File: config.mk
export PLATFORM = sky130hd
export DESIGN_NAME = ctrl_unit_pipe
export DESIGN_NICKNAME = d
export VERILOG_FILES = /design/src/rtl/rv_ctrl_pkg.sv /design/src/rtl/mdu_seq.sv /design/src/rtl/ctrl_unit_pipe.sv
export SDC_FILE = /design/constraint.sdc
export NUM_CORES = 1
export LEC_CHECK = 0
export BUFFER_PORTS_ARGS = -buffer_cell sky130_fd_sc_hd__buf_2
export CORE_MARGIN = 2
export CORE_UTILIZATION = 55
export CTS_CLUSTER_DIAMETER = 200
export DETAILED_ROUTE_END_ITERATION = 8
export HOLD_SLACK_MARGIN = 0.05
export PLACE_DENSITY = 0.8
export SETUP_SLACK_MARGIN = 0.5
export SYNTH_ARGS = -nofsm -noshare
export SYNTH_HDL_FRONTEND = slang
export SYNTH_SLANG_ARGS = --single-unit
File: constraint.sdc
create_clock -name CLK -period 5.3 [get_ports CLK]
set_input_delay 0.53 -clock CLK [delete_from_list [all_inputs] [get_ports CLK]]
set_output_delay 0.53 -clock CLK [all_outputs]
set_load 0.03 [all_outputs]
File: src/rtl/rv_ctrl_pkg.sv
// Shared RV32I/M control definitions used by the control unit, ALU and datapath.
//   - major opcode and funct7 constants
//   - ALU_CONTROL codes (bit 4 set = M-extension op)
//   - immediate-format and result-source selects
//   - divide sequencer states and the decoded control bundle
package rv_ctrl_pkg;

  localparam logic [6:0] OPC_LOAD   = 7'b0000011;
  localparam logic [6:0] OPC_OP_IMM = 7'b0010011;
  localparam logic [6:0] OPC_AUIPC  = 7'b0010111;
  localparam logic [6:0] OPC_STORE  = 7'b0100011;
  localparam logic [6:0] OPC_OP     = 7'b0110011;
  localparam logic [6:0] OPC_LUI    = 7'b0110111;
  localparam logic [6:0] OPC_BRANCH = 7'b1100011;
  localparam logic [6:0] OPC_JALR   = 7'b1100111;
  localparam logic [6:0] OPC_JAL    = 7'b1101111;

  localparam logic [6:0] F7_BASE   = 7'b0000000;
  localparam logic [6:0] F7_ALT    = 7'b0100000;
  localparam logic [6:0] F7_MULDIV = 7'b0000001;

  typedef enum logic [4:0] {
    ALU_ADD    = 5'b00000,
    ALU_SUB    = 5'b00001,
    ALU_AND    = 5'b00100,
    ALU_OR     = 5'b00101,
    ALU_XOR    = 5'b00110,
    ALU_SLT    = 5'b01000,
    ALU_SLTU   = 5'b01001,
    ALU_SRL    = 5'b01101,
    ALU_SLL    = 5'b01110,
    ALU_SRA    = 5'b01111,
    ALU_MUL    = 5'b10000,
    ALU_MULH   = 5'b10001,
    ALU_MULHSU = 5'b10010,
    ALU_MULHU  = 5'b10011,
    ALU_DIV    = 5'b10100,
    ALU_DIVU   = 5'b10101,
    ALU_REM    = 5'b10110,
    ALU_REMU   = 5'b10111
  } alu_op_e;

  typedef enum logic [2:0] {
    IMM_I = 3'b000,
    IMM_S = 3'b001,
    IMM_B = 3'b010,
    IMM_U = 3'b011,
    IMM_J = 3'b100
  } imm_src_e;

  typedef enum logic [1:0] {
    RES_ALU = 2'b00,
    RES_MEM = 2'b01,
    RES_PC4 = 2'b10,
    RES_UPC = 2'b11
  } res_src_e;

  typedef enum logic {
    SEQ_IDLE = 1'b0,
    SEQ_BUSY = 1'b1
  } seq_state_e;

  typedef struct packed {
    logic [2:0] imm_src;
    logic [1:0] res_src;
    logic       mem_write;
    logic       alu_src;
    logic       alu_src_a;
    logic       reg_write;
    logic       jump;
    logic       jalr;
    logic       branch;
    logic [4:0] alu_op;
    logic [2:0] branch_f3;
    logic       illegal;
    logic       is_div;
  } ctrl_t;

  // funct3 -> ALU op for the plain (funct7 = 0) register and immediate forms
  function automatic alu_op_e alu_base(input logic [2:0] f3);
    alu_op_e op;
    case (f3)
      3'b000:  op = ALU_ADD;
      3'b001:  op = ALU_SLL;
      3'b010:  op = ALU_SLT;
      3'b011:  op = ALU_SLTU;
      3'b100:  op = ALU_XOR;
      3'b101:  op = ALU_SRL;
      3'b110:  op = ALU_OR;
      default: op = ALU_AND;
    endcase
    return op;
  endfunction

endpackage

File: src/rtl/mdu_seq.sv
// Divide/remainder sequencer.
//   clk, rst   : clock, synchronous active-high reset
//   div_in_e   : a legal divide/remainder currently sits in the E register
//   stall_req  : hold F/D and the E register this cycle
//   mdu_start  : one-cycle start pulse, first cycle the divide is in E
// The divide occupies E for DIV_LATENCY cycles: one IDLE cycle in which it
// arrives, then DIV_LATENCY-1 BUSY cycles timed by a down-counter.
module mdu_seq
  import rv_ctrl_pkg::*;
#(
  parameter int unsigned DIV_LATENCY = 32
) (
  input  logic clk,
  input  logic rst,
  input  logic div_in_e,
  output logic stall_req,
  output logic mdu_start
);

  localparam int unsigned CNT_W = $clog2(DIV_LATENCY);
  // BUSY cycles remaining after the first BUSY cycle
  localparam logic [CNT_W-1:0] CNT_LOAD = CNT_W'(DIV_LATENCY - 2);

  seq_state_e       state;
  logic [CNT_W-1:0] cnt;

  always_ff @(posedge clk) begin
    if (rst) begin
      state <= SEQ_IDLE;
      cnt   <= '0;
    end else begin
      case (state)
        SEQ_IDLE: begin
          if (div_in_e) begin
            state <= SEQ_BUSY;
            cnt   <= CNT_LOAD;
          end
        end
        SEQ_BUSY: begin
          if (cnt == '0) begin
            state <= SEQ_IDLE;
          end else begin
            cnt <= cnt - CNT_W'(1);
          end
        end
        default: begin
          state <= SEQ_IDLE;
          cnt   <= '0;
        end
      endcase
    end
  end

  // Last BUSY cycle releases the hold so E takes the next instruction on
  // that edge; a back-to-back divide then arrives in IDLE and pulses again.
  always_comb begin
    stall_req = 1'b0;
    mdu_start = 1'b0;
    if (state == SEQ_IDLE) begin
      stall_req = div_in_e;
      mdu_start = div_in_e;
    end else begin
      stall_req = (cnt != '0);
    end
  end

endmodule

File: src/rtl/ctrl_unit_pipe.sv
// Pipelined RV32I(+M) control unit: D-stage decode and E-stage control register.
//   CLK, RST            : clock, synchronous active-high reset
//   OP, F3, F7          : opcode, funct3, funct7 of the D-stage instruction
//   VALID_D, FLUSH_E    : D holds a real instruction / load a bubble into E
//   IMM_SRC_D           : immediate format (combinational, D stage)
//   *_E                 : registered E-stage controls, ILLEGAL_E flags bad encodings
//   STALL_REQ           : hold F/D while a divide occupies E
//   MDU_START           : one-cycle pulse to the divider when a divide enters E
module ctrl_unit_pipe
  import rv_ctrl_pkg::*;
#(
  parameter int unsigned ENABLE_M    = 1,
  parameter int unsigned DIV_LATENCY = 32,
  parameter int unsigned ALU_CTRL_W  = 5
) (
  input  logic                  CLK,
  input  logic                  RST,
  input  logic [6:0]            OP,
  input  logic [2:0]            F3,
  input  logic [6:0]            F7,
  input  logic                  VALID_D,
  input  logic                  FLUSH_E,
  output logic [2:0]            IMM_SRC_D,
  output logic [1:0]            RES_SRC_E,
  output logic                  MEM_WRITE_E,
  output logic                  ALU_SRC_E,
  output logic                  ALU_SRC_A_E,
  output logic                  REG_WRITE_E,
  output logic                  JUMP_E,
  output logic                  JALR_E,
  output logic                  BRANCH_E,
  output logic [ALU_CTRL_W-1:0] ALU_CONTROL_E,
  output logic [2:0]            BRANCH_F3_E,
  output logic                  ILLEGAL_E,
  output logic                  STALL_REQ,
  output logic                  MDU_START
);

  localparam ctrl_t CTRL_NOP = '0;

  ctrl_t dec;
  ctrl_t e_q;
  logic  hold;
  logic  mdu_start_w;

  always_comb begin
    dec = CTRL_NOP;
    case (OP)
      OPC_LOAD: begin
        dec.illegal   = (F3 == 3'b011) || (F3[2:1] == 2'b11);
        dec.imm_src   = IMM_I;
        dec.res_src   = RES_MEM;
        dec.alu_src   = 1'b1;
        dec.alu_op    = ALU_ADD;
        dec.reg_write = 1'b1;
      end
      OPC_STORE: begin
        dec.illegal   = (F3 > 3'b010);
        dec.imm_src   = IMM_S;
        dec.mem_write = 1'b1;
        dec.alu_src   = 1'b1;
        dec.alu_op    = ALU_ADD;
      end
      OPC_OP_IMM: begin
        dec.imm_src   = IMM_I;
        dec.alu_src   = 1'b1;
        dec.reg_write = 1'b1;
        dec.alu_op    = alu_base(F3);
        if (F3 == 3'b001) begin
          dec.illegal = (F7 != F7_BASE);
        end else if (F3 == 3'b101) begin
          if (F7 == F7_ALT) dec.alu_op = ALU_SRA;
          else              dec.illegal = (F7 != F7_BASE);
        end
      end
      OPC_OP: begin
        dec.reg_write = 1'b1;
        case (F7)
          F7_BASE: dec.alu_op = alu_base(F3);
          F7_ALT: begin
            if (F3 == 3'b000)      dec.alu_op  = ALU_SUB;
            else if (F3 == 3'b101) dec.alu_op  = ALU_SRA;
            else                   dec.illegal = 1'b1;
          end
          F7_MULDIV: begin
            if (ENABLE_M != 0) begin
              dec.alu_op = {2'b10, F3};
              dec.is_div = F3[2];
            end else begin
              dec.illegal = 1'b1;
            end
          end
          default: dec.illegal = 1'b1;
        endcase
      end
      OPC_LUI: begin
        dec.imm_src   = IMM_U;
        dec.alu_src   = 1'b1;
        dec.alu_src_a = 1'b1;
        dec.alu_op    = ALU_ADD;
        dec.reg_write = 1'b1;
      end
      OPC_AUIPC: begin
        dec.imm_src   = IMM_U;
        dec.res_src   = RES_UPC;
        dec.reg_write = 1'b1;
      end
      OPC_BRANCH: begin
        dec.imm_src   = IMM_B;
        dec.branch    = 1'b1;
        dec.branch_f3 = F3;
        case (F3[2:1])
          2'b00:   dec.alu_op  = ALU_SUB;
          2'b10:   dec.alu_op  = ALU_SLT;
          2'b11:   dec.alu_op  = ALU_SLTU;
          default: dec.illegal = 1'b1;
        endcase
      end
      OPC_JAL: begin
        dec.imm_src   = IMM_J;
        dec.jump      = 1'b1;
        dec.res_src   = RES_PC4;
        dec.reg_write = 1'b1;
      end
      OPC_JALR: begin
        dec.illegal   = (F3 != 3'b000);
        dec.imm_src   = IMM_I;
        dec.jump      = 1'b1;
        dec.jalr      = 1'b1;
        dec.res_src   = RES_PC4;
        dec.alu_src   = 1'b1;
        dec.alu_op    = ALU_ADD;
        dec.reg_write = 1'b1;
      end
      default: dec.illegal = 1'b1;
    endcase
    // An illegal encoding collapses to a lone flag so nothing downstream
    // writes, jumps or branches on a half-decoded instruction.
    if (dec.illegal) begin
      dec         = CTRL_NOP;
      dec.illegal = 1'b1;
    end
  end

  assign IMM_SRC_D = dec.imm_src;

  // Hold outranks flush: once the divider has been started the divide must
  // stay in E until its last cycle.
  always_ff @(posedge CLK) begin
    if (RST) begin
      e_q <= CTRL_NOP;
    end else if (!hold) begin
      e_q <= (VALID_D && !FLUSH_E) ? dec : CTRL_NOP;
    end
  end

  generate
    if (ENABLE_M != 0) begin : g_mdu
      mdu_seq #(
        .DIV_LATENCY (DIV_LATENCY)
      ) u_mdu_seq (
        .clk       (CLK),
        .rst       (RST),
        .div_in_e  (e_q.is_div),
        .stall_req (hold),
        .mdu_start (mdu_start_w)
      );
    end else begin : g_no_mdu
      logic div_unused;
      assign div_unused  = e_q.is_div;
      assign hold        = 1'b0;
      assign mdu_start_w = 1'b0;
    end
  endgenerate

  assign STALL_REQ     = hold;
  assign MDU_START     = mdu_start_w;
  assign RES_SRC_E     = e_q.res_src;
  assign MEM_WRITE_E   = e_q.mem_write;
  assign ALU_SRC_E     = e_q.alu_src;
  assign ALU_SRC_A_E   = e_q.alu_src_a;
  assign REG_WRITE_E   = e_q.reg_write;
  assign JUMP_E        = e_q.jump;
  assign JALR_E        = e_q.jalr;
  assign BRANCH_E      = e_q.branch;
  assign ALU_CONTROL_E = ALU_CTRL_W'(e_q.alu_op);
  assign BRANCH_F3_E   = e_q.branch_f3;
  assign ILLEGAL_E     = e_q.illegal;

endmodule
==> summary.md, run 1 <==
| Metric | Value |
|---|---|
| Achievable Freq | `roughly 340 MHz` |
| Syn nets | `~210` |
| WS Path Type | `primary input to output pin` |
| Max clock buf depth | `2` |
| Via/cell ratio | `approximately 6` |
| Initial DRC Count | `between 50 and 60` |
| Crit-path cells | `buf_2 > nand3b_1 > nor3_1 > a211oi_1 > nand4_2 > nor2_1 > buf_2` |
| Top FF cell, synth | `dfxtp_1` |
| Initial Util | `57.4%` |
| Final Setup Violations | `0` |
| Hold Path Sink | `g_mdu.u_mdu_seq.cnt[0]` |
| Gr usage total | `~22%` |
| WP data arrival | `roughly 2.4 ns` |
| Max Slew Vio Count | `0` |
| Worst r2r src | `g_mdu.u_mdu_seq.cnt[0]` |
| Total Die Area | `about 3300 µm²` |
| Part of the power in registers | `approximately three fifths` |
| Crit path largest cell delay | `around 0.7 ns` |
| Max-Cap Viols | `0` |
| Logic pwr share | `between 10% and 20%` |
| Final ANT Viol Nets | `0` |
| Biggest area consumer among synthesized cells | `dfxtp_1` |
| Status | `finished clean` |
| Share of the synthesized area in the top cell type | `between 30% and 40%` |
| Startpoint types | `primary input` |
| Synth Instances | `approximately 180` |
| Crit path max fanout | `18` |
| CTS tree | `done` |
| Synth cell types | `54` |
| Worst Path Required | `about 4.8 ns` |
| Psw | `0.0830 mW` |
| Drt pass-1 iters | `4` |
| Placed cell area | `between 1500 and 2000 µm²` |
| Total power | `between 0.3 and 0.4 mW` |
| Clk slew on worst S/H paths | `0.13 ns` |
| HP Class | `primary input to flop` |
| Core Footprint | `2730 µm²` |
| Worst-Skew Late Latency | `0.31 ns` |
| Die span in y | `around 57 µm` |
| Reg-to-reg slack, setup | `3.02 ns` |
| GPL Wtd Cong | `between 0.8 and 0.9` |
| Setup_tns | `0 ns` |
| CP max stage cell | `nor3_1` |
| Pwr per Cell Area | `~180 nW/µm²` |
| Buffers and inverters on the worst path | `2` |
| Final min period | `just under 3 ns` |
| Synth Area per Inst | `8.53 µm²` |
| Nets | `247` |
| Crit share post-route | `around 55%` |
| P_leak | `0.827 nW` |
| Seq/Total Area, Yosys | `roughly a third` |
| WL/cell | `13.9 µm` |
| Slew margin rel. | `between 10% and 20%` |
| Layout cells sized above 1 | `26.0%` |
| Number of setup buffers added after CTS | `0` |
| Pin count of the biggest net entering global routing | `21` |
| Vias in the first global route | `1379` |
| Port buffer count | `43` |
| RSZ-0062 raised after global routing | `no` |
| Worst Tran Pin Value | `about 1.2 ns` |
| IO Count | `between 40 and 50` |
| Synthesis-to-layout area growth | `14.1%` |
| Commonest cells after routing, fill and taps aside | `buf_2, dfxtp_1, nor2_1, nand2_1` |
| Hpwl dp | `roughly 2700 µm` |
| Post-Route WL | `approximately 3500 µm` |
| Sw Share | `between 20% and 30%` |
| CP top delay family | `simple AND/OR/NAND/NOR gates` |
| Vias post-DR | `about 1500` |
| Min Hold Slack | `0.464 ns` |
| Hold Buf Count CTS | `0` |
| CTS root buf | `clkbuf_4` |
| Post-synthesis async set-or-reset flop share | `0%` |
| #FFs+latches synth | `25` |
| Post-synth EDFFs | `0` |
| DRC viols | `0` |
| CP dominant cell by count | `buf_2` |
| Dominant cells by area after synthesis | `dfxtp_1, a32o_1, a22o_1` |
| R2R depth | `7` |
| Sink Count | `25` |
| Most common library cell in the layout ignoring fill and taps | `buf_2` |
| H-tree depth | `1` |
| WP depth | `7` |
| Ys Warns | `0` |
| Clock skew | `~0.0084 ns` |
| Die W | `~57 µm` |
| Diode count | `0` |
| Worst Hold Launch | `RST` |
| # resized after CTS | `0` |
| Initial antenna violation count | `0` |
| Syn Std Cell Area | `1570 µm²` |
| Min-Delay Path Depth | `2` |
| Peak supply drop | `~0.00013 V` |
| Fin. Hold Viols | `0` |
| Worst flop-to-flop path endpoint | `ILLEGAL_E` |
| Fin area | `1790 µm²` |
| CTS Buf Count | `3` |
| # rows | `19` |
| First-pass GRT wire length | `between 6000 and 7000 µm` |
| Total global routing overflow | `0` |
| Int Pwr | `0.235 mW` |
| Critical path endpoint category | `output pin` |
| Clk pwr share | `~25%` |
synth_stat cells (all sizes together), types with 2 or more instances:
cell type / number
nand3b: 3
nor2: 20
a211o: 2
nor3: 5
or2: 2
nor3b: 2
a31oi: 2
a32o: 9
nand2: 12
clkbuf: 6
ha: 6
a21o: 2
buf: 6
nand2b: 6
dfxtp: 25
a21oi: 10
a211oi: 4
o21ai: 6
inv: 10
o31ai: 2
nor2b: 3
xor2: 5
a22o: 10
or4: 2
nand3: 4
logic make-up (layout without fill, tap and decap cells):
| family | Yosys count | in the layout | synth area share (%) |
|---|---|---|---|
| fa+ha+maj | 6 | 6 | 4.78 |
| compound gates | 57 | 57 | 28.0 |
| simple gates | 68 | 68 | 25.8 |
| xor+xnor | 6 | 6 | 3.35 |
| flops | 25 | 25 | 31.9 |
| buf+inv | 22 | 57 | 6.22 |
metal layers:
layer | global-route usage [%] | part of all wire, % | vias to the layer above
li1 | - | - | 747
met1 | 31.1 | 46 | 703
met2 | 37.3 | 49 | 41
met3 | 1.81 | 4.1 | 2
met4 | 6.31 | 0.78 | 0
met5 | 0 | 0 | -
area by class of cell:
cell class / count / area, µm²
Multi-Input combinational cell: 137 / 971
Fill cell: 240 / 943
Sequential cell: 25 / 500
Timing Repair Buffer: 43 / 215
Tap cell: 31 / 38.8
Inverter: 10 / 37.5
Clock buffer: 3 / 22.5
Clock inverter: 1 / 5.00
worst register-to-register path: stages, from the launching register on:
cell and delay (ns):
dfxtp_1 0.39, inv_1 0.07, ha_1 0.19, inv_1 0.07, o41a_1 0.20, nor2_1 0.11, nor2_1 0.92, a22o_2 0.29
power groups by stage:
stage	Clock (mW)	Sequential, mW	Combinational, mW
after detailed placement	0	0.193	0.0482
after global routing	0.0894	0.189	0.0547
final	0.0805	0.188	0.0488
after floorplan	0	0.193	0.0315
after CTS	0.0830	0.188	0.0484
after global placement	0	0.193	0.0470
state kept, by name, indices dropped and copies added, names as in the netlist:
signal / count
BRANCH_E: 1
JALR_E: 1
BRANCH_F3_E: 3
ILLEGAL_E: 1
JUMP_E: 1
ALU_CONTROL_E: 5
REG_WRITE_E: 1
RES_SRC_E: 2
e_q: 1
g_mdu.u_mdu_seq.cnt: 5
MEM_WRITE_E: 1
g_mdu.u_mdu_seq.state: 1
ALU_SRC_A_E: 1
ALU_SRC_E: 1
worst max-delay path by stage:
| stage | start | endpoint | slack (ns) |
|---|---|---|---|
| 2_1_floorplan | F7[3] | IMM_SRC_D[0] | 2.59 |
| 3_3_place_gp | F3[1] | IMM_SRC_D[1] | 2.46 |
| 3_5_place_dp | F3[1] | IMM_SRC_D[1] | 2.41 |
| 4_1_cts | F3[1] | IMM_SRC_D[1] | 2.42 |
| 5_1_grt | OP[5] | IMM_SRC_D[1] | 2.24 |
| 6_report | OP[5] | IMM_SRC_D[1] | 2.38 |
stage by stage:
stage / worst slack [ns] / instances / utilization [%]
floorplan: 2.59 / 184 / -
global placement: 2.46 / 246 / 64.5
detailed placement: 2.41 / 246 / 64.5
CTS: 2.42 / 250 / 65.5
global route: 2.24 / 250 / 65.5
finish: 2.38 / 250 / 65.5
No activity file was read; power rests on OpenSTA's default activity.
==> inputs of run 2 (changes only) <==
--- a/config.mk
+++ b/config.mk
@@ -7,11 +7,11 @@
 export LEC_CHECK = 0
 export BUFFER_PORTS_ARGS = -buffer_cell sky130_fd_sc_hd__buf_2
 export CORE_MARGIN = 2
-export CORE_UTILIZATION = 55
+export CORE_UTILIZATION = 52
 export CTS_CLUSTER_DIAMETER = 200
 export DETAILED_ROUTE_END_ITERATION = 8
 export HOLD_SLACK_MARGIN = 0.05
-export PLACE_DENSITY = 0.8
+export PLACE_DENSITY = 0.76
 export SETUP_SLACK_MARGIN = 0.5
 export SYNTH_ARGS = -nofsm -noshare
 export SYNTH_HDL_FRONTEND = slang
==> constraint.sdc (replaced) <==
create_clock -name CLK -period 2.88 [get_ports CLK]
set_input_delay 0.288 -clock CLK [delete_from_list [all_inputs] [get_ports CLK]]
set_output_delay 0.288 -clock CLK [all_outputs]
set_load 0.03 [all_outputs]
==> run 2 against run 1 <==
Combinational power up 91%. Worst hold slack worse by 0.24 ns. Sequential share of layout area fell by 0.31 points. Non-clock buffer count is 1 higher. Critical path depth is the same. Clock power up 85%. Utilization down 0.95 points. Routed wire length increased by 3.1%. The flow now finishes with violations (design-rule violations). Largest power group unchanged. Setup slack got worse by 1.8 ns.
==> summary.md, run 2 (same netlist as run 1, synthesis figures left out) <==
| Metric | Value |
|---|---|
| Status | `finished, violations left` |
| Failing checks | `design-rule violations` |
| Worst r2r src | `g_mdu.u_mdu_seq.cnt[0]` |
| Post-Route WL | `about 3600 µm` |
| Reg-to-reg slack, setup | `0.71 ns` |
| Placed insts | `247` |
| IO Count | `44` |
| GPL Wtd Cong | `0.863` |
| Final min period | `about 2.3 ns` |
| Layout cells sized above 1 | `a little over a quarter` |
| Max-Cap Viols | `0` |
| Clock skew | `roughly 0.0080 ns` |
| Total power | `0.589 mW` |
| Fill count | `253` |
| Diode count | `0` |
| Vias post-DR | `1529` |
| Hpwl dp | `approximately 2700 µm` |
| HP Class | `primary input to flop` |
| Worst-Skew Late Latency | `~0.31 ns` |
| Die span in y | `a little under 60 µm` |
| Die W | `around 59 µm` |
| Most common library cell in the layout ignoring fill and taps | `buf_2` |
| Fin. Hold Viols | `0` |
| Drt pass-1 iters | `6` |
| Slew margin rel. | `a little under half` |
| Peak supply drop | `~0.00020 V` |
| Final Util | `approximately 65%` |
| Worst flop-to-flop path endpoint | `ALU_CONTROL_E[2]` |
| Startpoint types | `primary input` |
| Crit share post-route | `78.8%` |
| Final Setup Violations | `0` |
| Placement Setup Slack | `roughly 0.5 ns` |
| Commonest cells after routing, fill and taps aside | `buf_2, dfxtp_1, nor2_1, nand2_1` |
| Initial antenna violation count | `0` |
| Total Die Area | `between 3000 and 4000 µm²` |
| Pwr per Cell Area | `roughly 330 nW/µm²` |
| Worst Tran Pin Value | `~0.8 ns` |
| Initial DRC Count | `between 90 and 100` |
| Nets | `between 200 and 250` |
| Sink Count | `25` |
| Pin count of the biggest net entering global routing | `21` |
| Gr usage total | `between 20% and 30%` |
| WL/cell | `between 10 and 15 µm` |
| Worst Path Required | `2.59 ns` |
| CTS Buf Count | `3` |
| Worst setup path endpoint | `IMM_SRC_D[1]` |
| Final ANT Viol Nets | `0` |
| Fin cells | `~250` |
| Core Footprint | `between 2000 and 3000 µm²` |
| WP data arrival | `1.98 ns` |
| CTS root buf | `clkbuf_4` |
| Total global routing overflow | `0` |
| P_leak | `around 0.83 nW` |
| H-tree depth | `1` |
| Setup_tns | `0 ns` |
| Via/cell ratio | `slightly above 6` |
| # rows | `19` |
| Synthesis-to-layout area growth | `15.4%` |
| Port buffer count | `43` |
| RSZ-0062 raised after global routing | `no` |
| Fin worst setup slack | `about 0.6 ns` |
| Crit path max fanout | `12` |
| Max Slew Vio Count | `0` |
| Achievable Freq | `roughly 440 MHz` |
| CP startpoint | `OP[2]` |
| WS Path Type | `primary input to output pin` |
| DRC viols | `2` |
| Vias in the first global route | `1309` |
| Max clock buf depth | `2` |
| Initial Util | `between 50 and 60%` |
| First-pass GRT wire length | `between 5000 and 6000 µm` |
| Critical path endpoint category | `output pin` |
| R2R depth | `8` |
| CTS tree | `done` |
| Clk slew on worst S/H paths | `between 0.1 and 0.15 ns` |
## run 2: changes by cell type in the layout (fill, tap and decap cells not counted), sizes merged
cell | before | now
clkinv | 1 | 0
clkbuf | 3 | 5
## run 2: layout make-up
class | instances | area (µm²) | share of cell area (%)
Tap cell | 31 | 38.8 | 2.14
Sequential cell | 25 | 500 | 27.6
Inverter | 10 | 37.5 | 2.07
Multi-Input combinational cell | 137 | 980 | 54.1
Clock buffer | 4 | 26.3 | 1.45
Timing Repair Buffer | 44 | 228 | 12.6
## run 2: worst max-delay path: stages
cell and delay (ns):
buf_2 0.17, and2b_1 0.23, nor3b_4 0.37, or4b_1 0.50
nand4_2 0.17, nor2_1 0.06, buf_2 0.17
## run 2: power by group
group	total, mW	switching [mW]	internal (mW)	leakage (nW)
logic	0.0933	0.0581	0.0352	0.615
clock network	0.149	0.0954	0.0540	0.0150
registers	0.347	0.000290	0.346	0.201
total	0.589	0.154	0.436	0.832
## run 2: how the worst min path moves through the flow
stage	start	to	slack, ns	depth (start not counted)
after floorplan	RST	g_mdu.u_mdu_seq.cnt[2]	0.36	1
after global placement	MEM_WRITE_E	MEM_WRITE_E	0.45	1
after detailed placement	BRANCH_F3_E[2]	BRANCH_F3_E[2]	0.45	1
after CTS	RST	g_mdu.u_mdu_seq.cnt[0]	0.21	2
after global routing	RST	g_mdu.u_mdu_seq.cnt[4]	0.20	2
final	RST	g_mdu.u_mdu_seq.cnt[4]	0.23	2
## run 2: routing by layer
metal / track usage (%) / part of all wire [%] / up-vias / wire length [µm]
li1: - / - / 748 / -
met4: 6.82 / 1.1 / 0 / 40
met5: 0 / 0 / - / 0
met1: 29.9 / 45 / 721 / 1610
met3: 2.64 / 6.1 / 4 / 218
met2: 34.6 / 48 / 56 / 1720
## run 2: per-stage QoR
| step | hold slack [ns] | area (µm²) |
|---|---|---|
| final | 0.227 | 1810 |
| after global routing | 0.203 | 1810 |
| after CTS | 0.205 | 1800 |
| after detailed placement | 0.452 | 1770 |
| after global placement | 0.446 | 1770 |
| after floorplan | 0.357 | 1570 |
## run 2: timing repair
item / CTS / global route
hold buffers: 0 / 0
gates resized for setup: 2 / 3
setup endpoints to repair: 2 / 21
setup buffers: 0 / 0
gates cloned: 0 / 0
